## config.mk

```make
export PLATFORM = sky130hd
export DESIGN_NAME = mario_motion
export DESIGN_NICKNAME = d
export VERILOG_FILES = /design/src/rtl/mario_pkg.sv /design/src/rtl/frame_tick_sync.sv /design/src/rtl/mario_motion.sv
export SDC_FILE = /design/constraint.sdc
export NUM_CORES = 1
export LEC_CHECK = 0
export CAP_MARGIN = 15
export CORE_ASPECT_RATIO = 2
export CORE_MARGIN = 4
export CORE_UTILIZATION = 50
export DETAILED_ROUTE_END_ITERATION = 8
export PLACE_DENSITY = 0.69
export REMOVE_ABC_BUFFERS = 1
export SYNTH_ARGS = -nofsm -noshare
export SYNTH_HDL_FRONTEND = slang
export SYNTH_HIERARCHICAL = 1
export SYNTH_SLANG_ARGS = --single-unit
```

## constraint.sdc

```tcl
create_clock -name Clk -period 11.6 [get_ports Clk]
set_clock_uncertainty 0.2 [all_clocks]
set_input_delay 2.32 -clock Clk [delete_from_list [all_inputs] [get_ports Clk]]
set_output_delay 2.32 -clock Clk [all_outputs]
set_load 0.05 [all_outputs]
```

## src/rtl/mario_pkg.sv

```systemverilog
// Shared definitions for the Mario motion controller and the colour mapper:
// motion state encoding, HID keycodes, screen size, the girder floor table,
// the ladder table and small geometry helpers.
package mario_pkg;

  localparam int unsigned SCREEN_W  = 640;
  localparam int unsigned SCREEN_H  = 480;
  localparam int unsigned N_FLOORS  = 6;
  localparam int unsigned N_LADDERS = 7;

  typedef enum logic [2:0] {
    ST_STAND = 3'd0,
    ST_WALK  = 3'd1,
    ST_JUMP  = 3'd2,
    ST_FALL  = 3'd3,
    ST_CLIMB = 3'd4
  } mario_state_t;

  localparam logic [7:0] KEY_A     = 8'h04;
  localparam logic [7:0] KEY_D     = 8'h07;
  localparam logic [7:0] KEY_W     = 8'h1A;
  localparam logic [7:0] KEY_S     = 8'h16;
  localparam logic [7:0] KEY_SPACE = 8'h2C;

  typedef struct packed {
    logic [9:0] top;
    logic [9:0] xmin;
    logic [9:0] xmax;
  } floor_t;

  // lower = index of the floor at the ladder foot; the top is floor lower+1
  typedef struct packed {
    logic [2:0] lower;
    logic [9:0] xmin;
    logic [9:0] xmax;
  } ladder_t;

  localparam floor_t FLOORS [N_FLOORS] = '{
    '{10'd430, 10'd31, 10'd609},
    '{10'd370, 10'd31, 10'd559},
    '{10'd310, 10'd81, 10'd609},
    '{10'd250, 10'd31, 10'd559},
    '{10'd190, 10'd81, 10'd609},
    '{10'd130, 10'd31, 10'd559}
  };

  localparam ladder_t LADDERS [N_LADDERS] = '{
    '{3'd0, 10'd301, 10'd314},
    '{3'd0, 10'd536, 10'd549},
    '{3'd1, 10'd101, 10'd114},
    '{3'd2, 10'd251, 10'd264},
    '{3'd2, 10'd501, 10'd514},
    '{3'd3, 10'd121, 10'd134},
    '{3'd4, 10'd536, 10'd549}
  };

  function automatic logic signed [10:0] s11(input logic [9:0] v);
    return $signed({1'b0, v});
  endfunction

  function automatic logic in_span(input logic signed [10:0] x,
                                   input logic [9:0] lo, input logic [9:0] hi);
    return (x >= s11(lo)) && (x <= s11(hi));
  endfunction

endpackage

```

## src/rtl/frame_tick_sync.sv

```systemverilog
// Brings the vsync-derived frame level into the Clk domain and emits a
// one-cycle strobe on its rising edge.
//   i_clk   : system clock
//   i_rst   : synchronous active-high reset
//   i_async : frame level, asynchronous to i_clk
//   o_tick  : one-cycle pulse per frame_clk rising edge
module frame_tick_sync (
  input  logic i_clk,
  input  logic i_rst,
  input  logic i_async,
  output logic o_tick
);

  logic r_sync1;
  logic r_sync2;
  logic r_prev;

  always_ff @(posedge i_clk) begin
    if (i_rst) begin
      r_sync1 <= 1'b0;
      r_sync2 <= 1'b0;
      r_prev  <= 1'b0;
    end else begin
      r_sync1 <= i_async;
      r_sync2 <= r_sync1;
      r_prev  <= r_sync2;
    end
  end

  assign o_tick = r_sync2 & ~r_prev;

endmodule

```

## src/rtl/mario_motion.sv

```systemverilog
// Per-frame player motion controller feeding color_mapper. Walks, jumps,
// falls and climbs the sprite over the girder/ladder level once per frame.
//   Clk, Reset          : system clock, synchronous active-high reset
//   frame_clk           : asynchronous frame level, one update per rising edge
//   keycode             : HID keycode (A/D/W/S/space, anything else = none)
//   BallX, BallY        : sprite centre
//   Ball_size           : sprite half-extent (constant SIZE)
//   facing_left         : last horizontal input was left
//   mario_state         : STAND/WALK/JUMP/FALL/CLIMB for sprite selection
module mario_motion
  import mario_pkg::*;
#(
  parameter int SIZE     = 16,
  parameter int START_X  = 60,
  parameter int START_Y  = 414,
  parameter int WALK_SPD = 1,
  parameter int JUMP_V0  = -5,
  parameter int VMAX     = 4
) (
  input  logic       Clk,
  input  logic       Reset,
  input  logic       frame_clk,
  input  logic [7:0] keycode,
  output logic [9:0] BallX,
  output logic [9:0] BallY,
  output logic [9:0] Ball_size,
  output logic       facing_left,
  output logic [2:0] mario_state
);

  localparam logic signed [10:0] C_SIZE = 11'(SIZE);
  localparam logic signed [10:0] C_XMAX = 11'(int'(SCREEN_W) - 1 - SIZE);
  localparam logic signed [10:0] C_YMAX = 11'(int'(SCREEN_H) - 1);
  localparam logic signed [10:0] C_WSPD = 11'(WALK_SPD);
  localparam logic signed [4:0]  C_V0   = 5'(JUMP_V0);
  localparam logic signed [4:0]  C_VMAX = 5'(VMAX);

  // Negative results saturate to 0 rather than wrapping.
  function automatic logic [9:0] to_u10(input logic signed [10:0] v);
    return v[10] ? '0 : v[9:0];
  endfunction

  logic w_tick;

  frame_tick_sync u_tick (
    .i_clk   (Clk),
    .i_rst   (Reset),
    .i_async (frame_clk),
    .o_tick  (w_tick)
  );

  logic [9:0]        r_x;
  logic [9:0]        r_y;
  logic signed [4:0] r_vy;
  logic signed [1:0] r_jd;
  logic              r_face;
  logic [2:0]        r_lad;
  mario_state_t      r_state;

  logic signed [10:0] w_x, w_y, w_feet, w_nx, w_ny, w_tx, w_ty, w_nfeet, w_lo, w_hi;
  logic signed [4:0]  w_nvy, w_vstep;
  logic signed [1:0]  w_njd;
  logic               w_nface, w_air, w_on, w_cur_ok;
  logic [2:0]         w_cur_idx, w_nlad;
  mario_state_t       w_nst;

  always_comb begin
    w_x       = s11(r_x);
    w_y       = s11(r_y);
    w_feet    = w_y + C_SIZE;
    w_nx      = w_x;
    w_ny      = w_y;
    w_nvy     = r_vy;
    w_njd     = r_jd;
    w_nface   = r_face;
    w_nst     = r_state;
    w_nlad    = r_lad;
    w_air     = 1'b0;
    w_vstep   = r_vy;
    w_tx      = '0;
    w_ty      = '0;
    w_nfeet   = '0;
    w_lo      = '0;
    w_hi      = '0;
    w_on      = 1'b0;
    w_cur_ok  = 1'b0;
    w_cur_idx = '0;

    for (int unsigned k = 0; k < N_FLOORS; k++) begin
      if (w_feet == s11(FLOORS[k].top) && in_span(w_x, FLOORS[k].xmin, FLOORS[k].xmax)) begin
        w_cur_ok  = 1'b1;
        w_cur_idx = 3'(k);
      end
    end

    case (r_state)
      ST_STAND, ST_WALK: begin
        w_nst = ST_STAND;
        w_njd = '0;
        w_nvy = '0;
        case (keycode)
          KEY_A: begin
            w_nx = w_x - C_WSPD;
            if (w_nx < C_SIZE) w_nx = C_SIZE;
            w_nst   = ST_WALK;
            w_nface = 1'b1;
          end
          KEY_D: begin
            w_nx = w_x + C_WSPD;
            if (w_nx > C_XMAX) w_nx = C_XMAX;
            w_nst   = ST_WALK;
            w_nface = 1'b0;
          end
          KEY_SPACE: begin
            // The launch frame already applies the first airborne step.
            w_air   = 1'b1;
            w_vstep = C_V0;
            w_nst   = ST_JUMP;
            if (r_state == ST_WALK) w_njd = r_face ? -2'sd1 : 2'sd1;
          end
          KEY_W: begin
            if (w_cur_ok) begin
              for (int unsigned l = 0; l < N_LADDERS; l++) begin
                if (LADDERS[l].lower == w_cur_idx &&
                    in_span(w_x, LADDERS[l].xmin, LADDERS[l].xmax)) begin
                  w_nst  = ST_CLIMB;
                  w_nlad = 3'(l);
                end
              end
            end
          end
          KEY_S: begin
            if (w_cur_ok) begin
              for (int unsigned l = 0; l < N_LADDERS; l++) begin
                if (LADDERS[l].lower + 3'd1 == w_cur_idx &&
                    in_span(w_x, LADDERS[l].xmin, LADDERS[l].xmax)) begin
                  w_nst  = ST_CLIMB;
                  w_nlad = 3'(l);
                end
              end
            end
          end
          default: ;
        endcase
        if (!w_air && w_nst != ST_CLIMB) begin
          for (int unsigned k = 0; k < N_FLOORS; k++) begin
            if (w_feet == s11(FLOORS[k].top) &&
                in_span(w_nx, FLOORS[k].xmin, FLOORS[k].xmax))
              w_on = 1'b1;
          end
          if (!w_on) begin
            w_nst = ST_FALL;
            w_nvy = '0;
          end
        end
      end
      ST_JUMP, ST_FALL: w_air = 1'b1;
      ST_CLIMB: begin
        w_lo = s11(FLOORS[LADDERS[r_lad].lower].top);
        w_hi = s11(FLOORS[LADDERS[r_lad].lower + 3'd1].top);
        if (keycode == KEY_W && w_feet != w_hi)      w_ny = w_y - 11'sd1;
        else if (keycode == KEY_S && w_feet != w_lo) w_ny = w_y + 11'sd1;
        w_nfeet = w_ny + C_SIZE;
        if (w_nfeet == w_hi || w_nfeet == w_lo) w_nst = ST_STAND;
      end
      default: w_nst = ST_STAND;
    endcase

    if (w_air) begin
      w_tx = w_nx;
      if (w_njd == 2'sd1)       w_tx = w_nx + C_WSPD;
      else if (w_njd == -2'sd1) w_tx = w_nx - C_WSPD;
      if (w_tx < C_SIZE) begin
        w_tx  = C_SIZE;
        w_njd = '0;
      end else if (w_tx > C_XMAX) begin
        w_tx  = C_XMAX;
        w_njd = '0;
      end
      w_nx    = w_tx;
      w_ty    = w_y + $signed({{6{w_vstep[4]}}, w_vstep});
      w_nvy   = (w_vstep >= C_VMAX) ? C_VMAX : w_vstep + 5'sd1;
      w_nst   = (w_nvy > 5'sd0) ? ST_FALL : ST_JUMP;
      w_nfeet = w_ty + C_SIZE;
      // Landing only while descending and when the feet crossed a top this frame.
      if (w_vstep > 5'sd0) begin
        for (int unsigned k = 0; k < N_FLOORS; k++) begin
          if (w_feet < s11(FLOORS[k].top) && s11(FLOORS[k].top) <= w_nfeet &&
              in_span(w_nx, FLOORS[k].xmin, FLOORS[k].xmax)) begin
            w_ty  = s11(FLOORS[k].top) - C_SIZE;
            w_nvy = '0;
            w_njd = '0;
            w_nst = ST_STAND;
          end
        end
      end
      if (w_ty < C_SIZE) begin
        w_ty  = C_SIZE;
        w_nvy = '0;
        w_nst = ST_FALL;
      end else if (w_ty > C_YMAX) begin
        w_ty = C_YMAX;
      end
      w_ny = w_ty;
    end
  end

  always_ff @(posedge Clk) begin
    if (Reset) begin
      r_x     <= 10'(START_X);
      r_y     <= 10'(START_Y);
      r_vy    <= '0;
      r_jd    <= '0;
      r_face  <= 1'b0;
      r_lad   <= '0;
      r_state <= ST_STAND;
    end else if (w_tick) begin
      r_x     <= to_u10(w_nx);
      r_y     <= to_u10(w_ny);
      r_vy    <= w_nvy;
      r_jd    <= w_njd;
      r_face  <= w_nface;
      r_lad   <= w_nlad;
      r_state <= w_nst;
    end
  end

  assign BallX       = r_x;
  assign BallY       = r_y;
  assign Ball_size   = 10'(SIZE);
  assign facing_left = r_face;
  assign mario_state = r_state;

endmodule
```

---- After elaboration in Yosys (flattened, before gate mapping) ----
Memory sizes are Yosys's and may differ from the RTL's.
Index checks and enable logic that the tools add are counted.
cells by class
  add/sub/neg operators ................... 12
  $lt $le $gt $ge ......................... 48
  equality and inequality tests ........... 33
  multiplexer cells ....................... 134
  bitwise gates (word level) .............. 5
  reduce and logical (&&, ||, !) cells .... 72
operators with widths
  kind                                                                 count
  2-to-1 mux 11 bit                                                    26
  2-to-1 mux 3 bit                                                     48
  2-to-1 mux 30 bit                                                    4
  2-to-1 mux 5 bit                                                     13
  logical AND 1 bit                                                    56
  2-to-1 mux 23 bit                                                    2
  <= comparator 11 bit (second input constant)                         4
  <= comparator 10 bit (second input constant)                         4
  == test 11 x 10 -> 1 bit (second input constant)                     3
  == test 11 x 9 -> 1 bit (second input constant)                      3
  <= comparator 10 x 11 -> 1 bit (first input constant)                3
  <= comparator 9 x 11 -> 1 bit (first input constant)                 3
  < comparator 11 x 10 -> 1 bit (second input constant)                3
  < comparator 11 x 6 -> 1 bit (second input constant)                 3
  < comparator 11 x 9 -> 1 bit (second input constant)                 3
  greater-or-equal comparator 10 x 7 -> 1 bit (second input constant)  3
  2-to-1 mux 2 bit                                                     15
  adder 10 x 1 -> 11 bit (second input constant)                       2
  adder 11 x 6 -> 11 bit (second input constant)                       2
  == test 11 bit                                                       2
  greater-or-equal comparator 11 x 6 -> 1 bit (second input constant)  2
  greater-or-equal comparator 11 x 8 -> 1 bit (second input constant)  2
  greater-than comparator 11 bit (second input constant)               2
  inequality test 11 bit                                               2
  other kinds (51)                                                     94
storage, ports and cells
  flip-flop bits (word level) ............. 37
  memory bits (read-only) ................. 664
  bits of input ports ..................... 11
  output and inout bits ................... 34
  word-level logic and storage cells ...... 317
  memories kept ........................... 3
memory list
  memory            words  bits a word  read ports  clocked after Yosys merged registers in  write ports  RTL line             source
  (name not given)  8      30           1           0                                        0            mario_motion.sv:160  w_hi = s11(FLOORS[LADDERS[r_lad].lower + 3'd1].top);
  (name not given)  8      30           1           0                                        0            mario_motion.sv:159  w_lo = s11(FLOORS[LADDERS[r_lad].lower].top);
  (name not given)  8      23           1           0                                        0            mario_motion.sv:160

---- Longest topological paths before layout ----
Gate-level depths: netlist of run 1.
  depth after elaboration ................. 31
  gate-level depth with buffers ........... 36
  gate-level depth less buffers ........... 30

---- Hierarchy ----
The synthesis of run 1 kept the hierarchy.
modules (own cells, without submodules)
  module           times used  cells an instance  area an instance (sq um)  seq. area each (sq um)
  mario_motion     1           1093               7151.9                    680.7
  frame_tick_sync  1           7                  87.6                      60.1

---- Worst setup path after synthesis of run 1 ----
Ideal clock, no wire load.
  kind .................................... input -> register
  from .................................... input port keycode[0]
  to ...................................... register r_y[1], in the netlist BallY[1]
  setup time .............................. 0.135 ns
  arrival time ............................ 8.486 ns
  data required time ...................... 11.265 ns
  path slack .............................. 2.779 ns
  cell stages on the path ................. 25
  buffers on the path ..................... 3
  cells stage by stage .................... clkbuf_1 > or4_1 > nor3_1 > or2_2 > ha_1 > inv_1 > fa_1 > nor2b_1 > o21ai_0 > nor3b_1 > or2_2 > clkbuf_1 > or4b_2 > nor3_1 > xor2_1 > o211ai_1 > and3_1 > and3_1 > a41o_1 > and3_4 > nor4_2 > or4b_4 > nand4_1 > buf_4 > o221ai_1
on the way
  cells in the longest elaborated chain, start to end .. 29
  elaborated cells between the ends (all ways) .. 77
  those cells by class .................... add/sub: 4; order compare: 15; eq/ne: 7; mux: 32; reduce/logical: 19
RTL lines
  what                                      RTL line             source
  start: declaration                        mario_motion.sv:23   input logic [7:0] keycode,
  == test 8 x 3 -> 1 bit                    mario_motion.sv:101  case (keycode)
  one-hot mux 11 bit (2 select lines)       mario_motion.sv:101
  2-to-1 mux 11 bit (2 in a row)            mario_motion.sv:96   case (r_state)
  subtractor 11 x 2 -> 11 bit               mario_motion.sv:172  else if (w_njd == -2'sd1) w_tx = w_nx - C_WSPD;
  2-to-1 mux 11 bit                         mario_motion.sv:172
  2-to-1 mux 11 bit                         mario_motion.sv:171  if (w_njd == 2'sd1) w_tx = w_nx + C_WSPD;
  2-to-1 mux 11 bit                         mario_motion.sv:169  if (w_air) begin
  greater-than comparator 11 bit            mario_motion.sv:176  end else if (w_tx > C_XMAX) begin
  [... 12 more ...]                         n/a
  2-to-1 mux 11 bit                         mario_motion.sv:186  if (w_vstep > 5'sd0) begin
  2-to-1 mux 11 bit                         mario_motion.sv:169
  greater-than comparator 11 x 10 -> 1 bit  mario_motion.sv:201  end else if (w_ty > C_YMAX) begin
  2-to-1 mux 11 bit                         mario_motion.sv:201
  2-to-1 mux 11 bit                         mario_motion.sv:197  if (w_ty < C_SIZE) begin
  2-to-1 mux 11 bit                         mario_motion.sv:169
  nonzero test 3 bit (no source line)       n/a
  AND reduction 2 bit (no source line)      n/a
  end signal: assignment                    mario_motion.sv:211  r_y <= 10'(START_Y);
  end signal: assignment                    mario_motion.sv:219  r_y <= to_u10(w_ny);
  end: declaration                          mario_motion.sv:53   logic [9:0] r_y;
Parallel ways exist; a longest one is shown, timed or not. The select of a mux whose other input is x is not followed.
A chain may end at the register's enable or synchronous reset.

---- Worst setup path after layout of run 1 ----
Ends and elaborated chain as after synthesis.

==> impl_results.md, run 1 <==
* Total placed instance area at 7670 µm²
* Final hold violation count at 0
* Footprint of the multi-input gates at 6030 µm²
* Type of the worst min-delay path: reg2reg
* Origin of the critical flop-to-flop path: BallX[0]
* Design internal power at 0.246 mW
* Peak fanout along the critical path at 11
* Number of vias in the routed layout at 8735
* GRT met2 Usage at 63.9%
* Maximum Capacitance Violations at 0
* Global-route wire length before repair at 45300 µm
* Post-synthesis async set-or-reset flop share at 0%
* Yosys warning total at 6
* Insertion delay to the later sink of the worst-skew pair at 0.29 ns
* Count of routing violations after the opening detailed-route iteration at 743
* Drt first pass iters at 8
* Final total negative setup slack at 0 ns
* Floorplan Core Area at 14300 µm²
* Unrepaired setup endpoints after global routing: false
* Row count at 62
* Number of synthesized flops with an enable pin at 0
* Slowest stage cell, crit path: sky130_fd_sc_hd__nor3_1
* # fillers at 1531
* Area of the mapped netlist at 7240 µm²
* Most instantiated library cell after synthesis: sky130_fd_sc_hd__nand2_1
* Launch point of the worst hold path: u_tick/r_sync1
* Final hold slack at 0.240 ns
* Wire length reported by the detailed router at 28800 µm
* All-layer global routing usage at 34.7%
* Relative contribution of the clock network to total power at 37.4%
* Number of buffers added by the clock tree synthesis step at 5
* Clock Sink Count at 37
* Bufs and invs on worst path at 2
* Final count of pins violating max slew at 0
* CTS Root Buffer Type: sky130_fd_sc_hd__clkbuf_16
* Final period utilization at 86.0%
* Placer Congestion at 1.13
* Fraction of the yosys area taken by sequential cells at 10.2%
* # IOs at 45
* Source of the critical timing path: keycode[0]
* Worst-path cell chain: clkdlybuf4s50_1, or4_1, nor3_1, or2_2, ha_1, inv_1, fa_1, nor2b_1, o21ai_0, a21boi_0, o21ai_0, or4b_2, nor3_1, xor2_1, o211ai_1, and3_1, and3_1, a41o_1, and3_4, nor4_2, or4b_4, nand4_1, o221ai_1
* Layout-stage area growth over the synthesis result at 8.04%
* Largest net degree at the start of global routing at 40
* Post-cts hold buffer count at 0
* R2R depth at 26
* Mean routed wirelength per cell at 22.3 µm
* Post-DP HPWL at 22400 µm
* Worst slew pin tran at 1.18 ns
* Relative slew slack at 21.2%
* Static Leakage at 2.98 nW
* Die width at 93.1 µm
* Max Root-Sink Buffers at 2
* Most Used Layer, Global Route: met2
* Effective utilization at floorplan at 50.7%
* Number of setup violations in the final report at 0
* Kind of end point of the critical path: flop
* Top cell types by occurrence after synthesis: 107 x sky130_fd_sc_hd__nand2_1, 102 x sky130_fd_sc_hd__nor2_1, 93 x sky130_fd_sc_hd__a21oi_1, 81 x sky130_fd_sc_hd__o21ai_0, 44 x sky130_fd_sc_hd__xnor2_1
* Hold path endpoint: u_tick/r_sync2
* Post CTS Setup Buffer Count at 0
* Worst path arrival time at 9.91 ns
* Critical path start-end classification: in2reg
* Number of resized instances in the post-cts repair step at 0
* Data required time at the worst endpoint at 11.54 ns
* Library cell occupying the most area in the post-synthesis netlist: sky130_fd_sc_hd__dfxtp_1
* Slowest stage delay, CP at 0.69 ns
* Global-route track usage on met3 at 4.52%
* Number of nets in the layout at 1145
* FF-to-FF setup slack at 2.29 ns
* Synth Flop Type: sky130_fd_sc_hd__dfxtp_1
* Sequential cell area at 741 µm²
* Distinct cell type count of the synthesized netlist at 92
* Most area-consuming cells after synthesis: sky130_fd_sc_hd__dfxtp_1 10%, sky130_fd_sc_hd__a21oi_1 6.4%, sky130_fd_sc_hd__ha_1 6.0%
* Logic gate share of total power at 27.7%
* # DRC at 0
* Number of standard cells after synthesis at 1100
* Worst-path clk slew at 0.06 ns
* Floorplan die height at 178 µm
* Global routing met1 resource utilization at 33.6%
* Port bufs at 34
* Vias in the first global route at 8595
* End of the worst register-to-register path: BallY[0]
* Average vias per placed instance at 6.77
* Layout cells sized above 1 at 6.83%
* Crit path max-delay family: simple AND/OR/NAND/NOR gates
* Hold-critical path depth at 1
* Switching power at 0.136 mW
* H-tree depth at 2
* Fraction of power consumed by sequential logic at 34.9%
* Antenna viol nets, final at 0
* TritonCTS clock tree: built
* Achievable frequency at 100 MHz
* Remaining Overflow, GRT at 0
* Final critical-path required period at 9.97 ns
* Average cell area after synthesis at 6.58 µm²
* Die outline area at 16600 µm²
* Pwr/cell area at 48.8 nW/µm²
* Final std cell area, no fill at 7820 µm²
* Maximum ir drop on the vdd rail at 0.0597 mV
* Antenna diode count at 0
* Top cell type's share of synthesized area at 10.2%
* Outcome: completed
* Antenna violations before repair at 1
* Sw Share at 35.6%
* Startpoint type of the worst setup path: input port
* Yosys reg bits at 37
flip-flops by register name, indices dropped and copies added (netlist names):
| signal | flops |
|---|---|
| u_tick/r_prev | 1 |
| BallX | 10 |
| BallY | 10 |
| r_lad | 3 |
| r_vy | 5 |
| facing_left | 1 |
| u_tick/r_sync2 | 1 |
| u_tick/r_sync1 | 1 |
| r_jd | 2 |
| mario_state | 3 |
final cells by class:
type,instances,share of cell area [%]
multi-input cells,955,77.1
well taps,192,3.07
flip-flops and latches,37,9.47
repair buffers,55,6.37
clock buffers,6,1.78
clock inverters,1,0.0960
inverters,44,2.11
cells in the final DEF (no fill, tap or decap), drive strengths merged, types with 20 or more instances in the layout:
cell type and instances:
clkdlybuf4s50 34, nand3 37, inv 43, nand2 107
nor2 103, buf 21, o21ai 91, dfxtp 37
a21oi 93, nor3 43, a31oi 22, or2 20
ha 35, nand4 24, xnor2 44
layer usage:
layer,up-vias,part of all wire (%)
met3,166,5.6
met2,446,51
met5,-,0.045
met4,2,9.6
met1,4027,34
li1,4094,-
logic make-up after synthesis:
group	share of synthesized area [%]
flip-flops	10.2
other	0.104
AND/OR/NAND/NOR	33.5
AO/OA/AOI/OAI	34.3
XOR/XNOR	7.50
multiplexers	1.12
buffers and inverters	6.88
adder cells (fa/ha/maj)	6.33
power groups by stage:
stage / Sequential, mW / Combinational [mW] / Clock [mW]
floorplan: 0.145 / 0.0571 / 0
detailed placement: 0.136 / 0.103 / 0
global placement: 0.136 / 0.103 / 0
CTS: 0.133 / 0.103 / 0.144
global route: 0.134 / 0.113 / 0.147
finish: 0.133 / 0.106 / 0.143
stage by stage:
stage	worst slack, ns	std cells	total power, mW	utilization (%)
final	1.63	1290	0.382	54.8
after floorplan	2.99	1036	0.202	-
after CTS	1.72	1290	0.380	54.8
after global routing	1.14	1290	0.393	54.8
after global placement	1.63	1283	0.239	53.8
after detailed placement	1.47	1283	0.239	53.8
how the worst max path moves through the flow:
stage | to | slack, ns | cells past startpoint
2_1_floorplan | BallY[1] | 2.99 | 22
3_3_place_gp | BallY[1] | 1.63 | 23
3_5_place_dp | BallY[1] | 1.47 | 23
4_1_cts | BallY[1] | 1.72 | 23
5_1_grt | BallY[1] | 1.14 | 23
6_report | BallY[1] | 1.63 | 23
No activity file was read; power rests on OpenSTA's default activity.
==> run 2, diff against run 1 <==
- CORE_MARGIN: 4 -> default
- CTS_CLUSTER_DIAMETER: default -> 100
==> impl_results.md, run 2 (synthesized netlist as in run 1, its figures left out) <==
* Hold-critical path depth at 1 (unchanged)
* Maximum Capacitance Violations at 0 (unchanged)
* Worst path arrival time at 9.93 ns (+0.02 ns)
* Outcome: completed
* Worst-path clk slew at 0.07 ns (about the same)
* Leading cell type in the layout, fill and taps excluded: sky130_fd_sc_hd__nand2_1
* CTS Root Buffer Type: sky130_fd_sc_hd__clkbuf_16
* Die outline area at 15000 µm² (-9.6%)
* Final period utilization at 85.6% (-0.36 points)
* Maximum ir drop on the vdd rail at 0.0715 mV (+20%)
* Final worst slack at 1.67 ns (+0.0417 ns)
* # DRC at 0 (unchanged)
* Worst slack at placement at 1.50 ns (+0.0344 ns)
* Insertion delay to the later sink of the worst-skew pair at 0.30 ns (about the same)
* Peak fanout along the critical path at 11 (unchanged)
* Vias in the first global route at 8419 (-2.0%)
* Number of setup violations in the final report at 0 (unchanged)
* Static Leakage at 2.97 nW (-0.52%)
* Row count at 61 (-1.6%)
* Pwr/cell area at 49.4 nW/µm² (+1.2%)
* Final std cell area, no fill at 7790 µm² (-0.35%)
* Effective utilization at floorplan at 51.6% (+0.83 points)
* Final count of pins violating max slew at 0 (unchanged)
* All-layer global routing usage at 42.8% (+8.1 points)
* FF-to-FF setup slack at 2.29 ns (about the same)
* Floorplan die height at 172 µm (-3.4%)
* Die width at 87.1 µm (-6.4%)
* # fillers at 1468 (-4.1%)
* Number of vias in the routed layout at 8898 (+1.9%)
* Max Root-Sink Buffers at 2 (unchanged)
* Final total negative setup slack at 0 ns (unchanged)
* Final hold violation count at 0 (unchanged)
* Placer Congestion at 1.00 (-11%)
* Final hold slack at 0.249 ns (+0.00809 ns)
* Top library cells by usage in the layout, fill and taps aside: 107 x sky130_fd_sc_hd__nand2_1, 102 x sky130_fd_sc_hd__nor2_1, 93 x sky130_fd_sc_hd__a21oi_1, 81 x sky130_fd_sc_hd__o21ai_0, 44 x sky130_fd_sc_hd__xnor2_1
* Final critical-path required period at 9.93 ns (-0.0417 ns)
* Average vias per placed instance at 6.92 (+2.2%)
* Kind of end point of the critical path: flop
* Relative slew slack at 34.2% (+13 points)
* Number of resized instances in the post-cts repair step at 0 (unchanged)
* Achievable frequency at 101 MHz (+0.42%)
* Clock Sink Count at 37 (unchanged)
* Port bufs at 34 (unchanged)
* TritonCTS clock tree: built
* Drt first pass iters at 8 (unchanged)
* Antenna violations before repair at 0 (-1)
* Count of routing violations after the opening detailed-route iteration at 811 (+9.2%)
* Total placed instance area at 7650 µm² (-0.34%)
* Post CTS Setup Buffer Count at 0 (unchanged)
* Post-DP HPWL at 23300 µm (+3.9%)
* Largest net degree at the start of global routing at 40 (unchanged)
* Wire length reported by the detailed router at 31300 µm (+8.6%)
* Layout cells sized above 1 at 6.66% (-0.17 points)
* Post-cts hold buffer count at 0 (unchanged)
* Critical path start-end classification: in2reg
* R2R depth at 27 (+3.8%)
* Unrepaired setup endpoints after global routing: false
* Layout-stage area growth over the synthesis result at 7.66%
* Startpoint type of the worst setup path: input port
* Antenna viol nets, final at 0 (unchanged)
* Worst slew pin tran at 0.987 ns (-0.196 ns)
* Data required time at the worst endpoint at 11.60 ns (+0.06 ns)
* Number of buffers added by the clock tree synthesis step at 5 (unchanged)
* Remaining Overflow, GRT at 0 (unchanged)
* Number of nets in the layout at 1142 (-0.26%)
* Floorplan Core Area at 14000 µm² (-1.6%)
* Mean routed wirelength per cell at 24.3 µm (+8.9%)
* H-tree depth at 2 (unchanged)
* Type of the worst min-delay path: reg2reg
* Global-route wire length before repair at 47500 µm (+4.6%)
* # IOs at 45 (unchanged)
==> run 2: worst paths after layout <==
check | from | to
min reg2reg | u_tick/r_sync1 | u_tick/r_sync2
max reg2reg | BallX[1] | BallY[5]
max | keycode[1] | BallY[5]
min | u_tick/r_sync1 | u_tick/r_sync2
==> run 2: metal layers <==
metal  GRT usage, %  vias up  routed length (µm)
met1           39.3     4154               10100
met3           12.3      184                2430
met2           73.7      457               15300
met4           40.6        0                3500
li1               -     4103                   -
met5              0        -                   0
==> run 2: power breakdown <==
group | internal, mW | switching, mW
logic | 0.0321 | 0.0759
registers | 0.129 | 0.00481
clock network | 0.0791 | 0.0641
==> run 2: area by class of cell <==
cell class	instances	area, µm²	share of cell area (%)
Antenna cell	1	2.50	0.0321
Clock buffer	5	125	1.61
Clock inverter	3	17.5	0.225
Inverter	44	165	2.12
Multi-Input combinational cell	955	6030	77.4
Sequential cell	37	741	9.50
Tap cell	189	236	3.03
Timing Repair Buffer	52	475	6.10
==> run 2: metrics by stage <==
step                instances  power [mW]  utilization, %
finish                   1286       0.385            55.5
global route             1285       0.397            55.5
CTS                      1285       0.382            55.5
detailed placement       1277       0.240            54.5
global placement         1277       0.240            54.5
floorplan                1036       0.202               -
==> run 2: critical path, cell delays in order <==
cell                              delay [ns]
sky130_fd_sc_hd__clkdlybuf4s50_1        0.58
sky130_fd_sc_hd__or4_1                  0.63
sky130_fd_sc_hd__nor3_1                 0.72
sky130_fd_sc_hd__nor2_1                 0.23
sky130_fd_sc_hd__inv_1                  0.29
sky130_fd_sc_hd__ha_1                   0.35
sky130_fd_sc_hd__and3b_1                0.21
sky130_fd_sc_hd__a21oi_1                0.10
sky130_fd_sc_hd__o21ai_0                0.11
sky130_fd_sc_hd__nor3b_1                0.64
sky130_fd_sc_hd__inv_1                  0.19
sky130_fd_sc_hd__ha_1                   0.41
sky130_fd_sc_hd__o211ai_1               0.19
sky130_fd_sc_hd__a21oi_1                0.17
sky130_fd_sc_hd__o21ai_0                0.10
sky130_fd_sc_hd__o311ai_0               0.47
sky130_fd_sc_hd__nand2_1                0.14
sky130_fd_sc_hd__nor3_1                 0.43
sky130_fd_sc_hd__a21oi_1                0.11
sky130_fd_sc_hd__a211oi_1               0.45
sky130_fd_sc_hd__or4b_4                 0.26
sky130_fd_sc_hd__nand4_1                0.38
sky130_fd_sc_hd__o41ai_1                0.46
==> run 3, diff against run 2 <==
--- a/config.mk
+++ b/config.mk
@@ -14,2 +14,3 @@
 export REMOVE_ABC_BUFFERS = 1
+export SETUP_SLACK_MARGIN = 0.05
 export SYNTH_ARGS = -nofsm -noshare
--- a/constraint.sdc
+++ b/constraint.sdc
@@ -4,2 +4,2 @@
 set_output_delay 2.32 -clock Clk [all_outputs]
-set_load 0.05 [all_outputs]
+set_load 0.01 [all_outputs]
==> results of run 3 <==
Same layout as run 2 (identical final DEF). Status: completed.
Main changes from that run: total power 0.385 mW -> 0.374 mW; worst IR drop on VDD 0.0715 mV -> 0.0706 mV
==> edit, RTL diff (flow settings as in run 3) <==
`START_Y`: 414 -> 256.
--- a/src/rtl/mario_motion.sv
+++ b/src/rtl/mario_motion.sv
@@ -13,5 +13,5 @@
   parameter int SIZE     = 16,
   parameter int START_X  = 60,
-  parameter int START_Y  = 414,
+  parameter int START_Y  = 256,
   parameter int WALK_SPD = 1,
   parameter int JUMP_V0  = -5,
Check against the original RTL: not equivalent (Yosys sat finds a counterexample within 4 cycles, from zero or initial values and one cycle with Reset high).
==> edit against run 3 <==
- final area is 0.85% higher
- total power is 2.2% lower
- maximum frequency is 11% higher
- cell count is 1.5% lower
- wire length is 4.0% lower
- sequential cell count stayed put
- combinational power is 28% lower
- setup slack better by 0.96 ns
- synthesized area hardly changed
- critical path depth is 2 lower
- clock power is 15% higher
==> edit: results (changes against run 3) <==
Outcome
  – Outcome: completed

GRT
  – First-pass GRT wire length: 46430 um (-2.2%)
  – All-Layer GR Usage: 0.4113 (-0.01646)
  – Largest net degree at the start of global routing: 37 (-7.5%)
  – Vias in the first global route: 8391 (-0.33%)
  – Initial antenna violation count: 1 (+1)

Setup path
  – Arrival @ worst endpoint: 8.98 ns (-0.95 ns)
  – Crit-path max FO: 15 (+4)

Drt
  – Total Routed Length: 30020 um (-4.0%)
  – DRT Pass-1 Iters: 6 (-2)
  – Via count: 8864 (-0.38%)
  – Starting DRT DRC Count: 814 (+0.37%)

STA
  – Worst slew pin tran: 1.022 ns (+0.03505 ns)

Clock network
  – CTS-repair resized insts: 0 (unchanged)
  – Clock-pin slew of the registers on the worst-case setup and hold paths: 0.06 ns
  – Root buffer cell: clkbuf_16

Synth
  – Area contributors post-synth: dfxtp_1, ha_1, nand2_1
  – Register area share after synthesis: 0.1023 (about the same)
  – Synth top cells by count: nand2_1, nor2_1, a21oi_1, o21ai_0, nand3_1
  – Cell variety after synth: 100 (+8.7%)

Power
  – VDD IR-drop max: 0.06991 mV (-1.0%)

Placement
  – Dpl hpwl: 23100 um (-0.92%)
  – Post-Place Setup Slack: 2.457 ns (+0.9549 ns)
  – Routability cong.: 1.053 (+5.1%)

Finish
  – Layout cell share with drive strength beyond 1: 0.06592 (-0.0006820)
  – Fillers: 1478 (+0.68%)
  – Fin nets: 1123 (-1.7%)
[edit: per-layer routing]
layer | GRT usage | vias to the layer above | routed length, um
met4 | 0.3934 | 0 | 3404
met2 | 0.7069 | 544 | 14560
met5 | 0 | - | 0
met3 | 0.08878 | 202 | 2169
li1 | - | 4071 | -
met1 | 0.3967 | 4047 | 9892
[edit: logic make-up after synthesis]
family,after synthesis,share of synthesized area
compound gates,371,0.3571
flops,37,0.1023
fa+ha+maj,36,0.06322
simple gates,461,0.3348
xor+xnor,49,0.05925
other cells,2,0.001037
mux,15,0.02125
buf+inv,105,0.06115
[edit: cell type report]
| cell class | instances | share of cell area |
|---|---|---|
| tap | 189 | 0.03009 |
| clock inverter | 3 | 0.005890 |
| multi-input combinational | 942 | 0.7754 |
| clock buffer | 5 | 0.01592 |
| antenna | 1 | 0.0003184 |
| sequential | 37 | 0.09424 |
| inverter | 39 | 0.01862 |
| timing repair buffer | 51 | 0.05954 |
[edit: power groups by stage]
stage	Clock (uW)	Sequential [uW]	Combinational [uW]
after global routing	168	131	74.6
final	165	131	70.0
after global placement	0	134	67.0
after floorplan	0	137	36.1
after detailed placement	0	134	66.8
after CTS	163	131	67.1
[edit: worst paths after layout]
check                                               start                          end  slack (ns)  depth (start not counted)
worst max-delay path                           keycode[1]  mario_state[0]$_SDFFE_PP0P_        2.63                         21
worst min-delay path            u_tick/r_sync1$_SDFF_PP0_    u_tick/r_sync2$_SDFF_PP0_        0.24                          1
worst max register to register      BallX[0]$_SDFFE_PP0P_        BallY[3]$_SDFFE_PP0P_        2.94                         25
worst min register to register  u_tick/r_sync1$_SDFF_PP0_    u_tick/r_sync2$_SDFF_PP0_        0.24                          1
[edit: metrics by stage]
stage                 util  std cells  total power, uW  cell area, um^2
floorplan                -       1018            172.6             6977
global placement    0.5470       1258            200.9             7681
detailed placement  0.5470       1258            200.6             7681
CTS                 0.5592       1266            361.4             7853
global route        0.5597       1267            373.9             7860
finish              0.5597       1267            365.8             7860
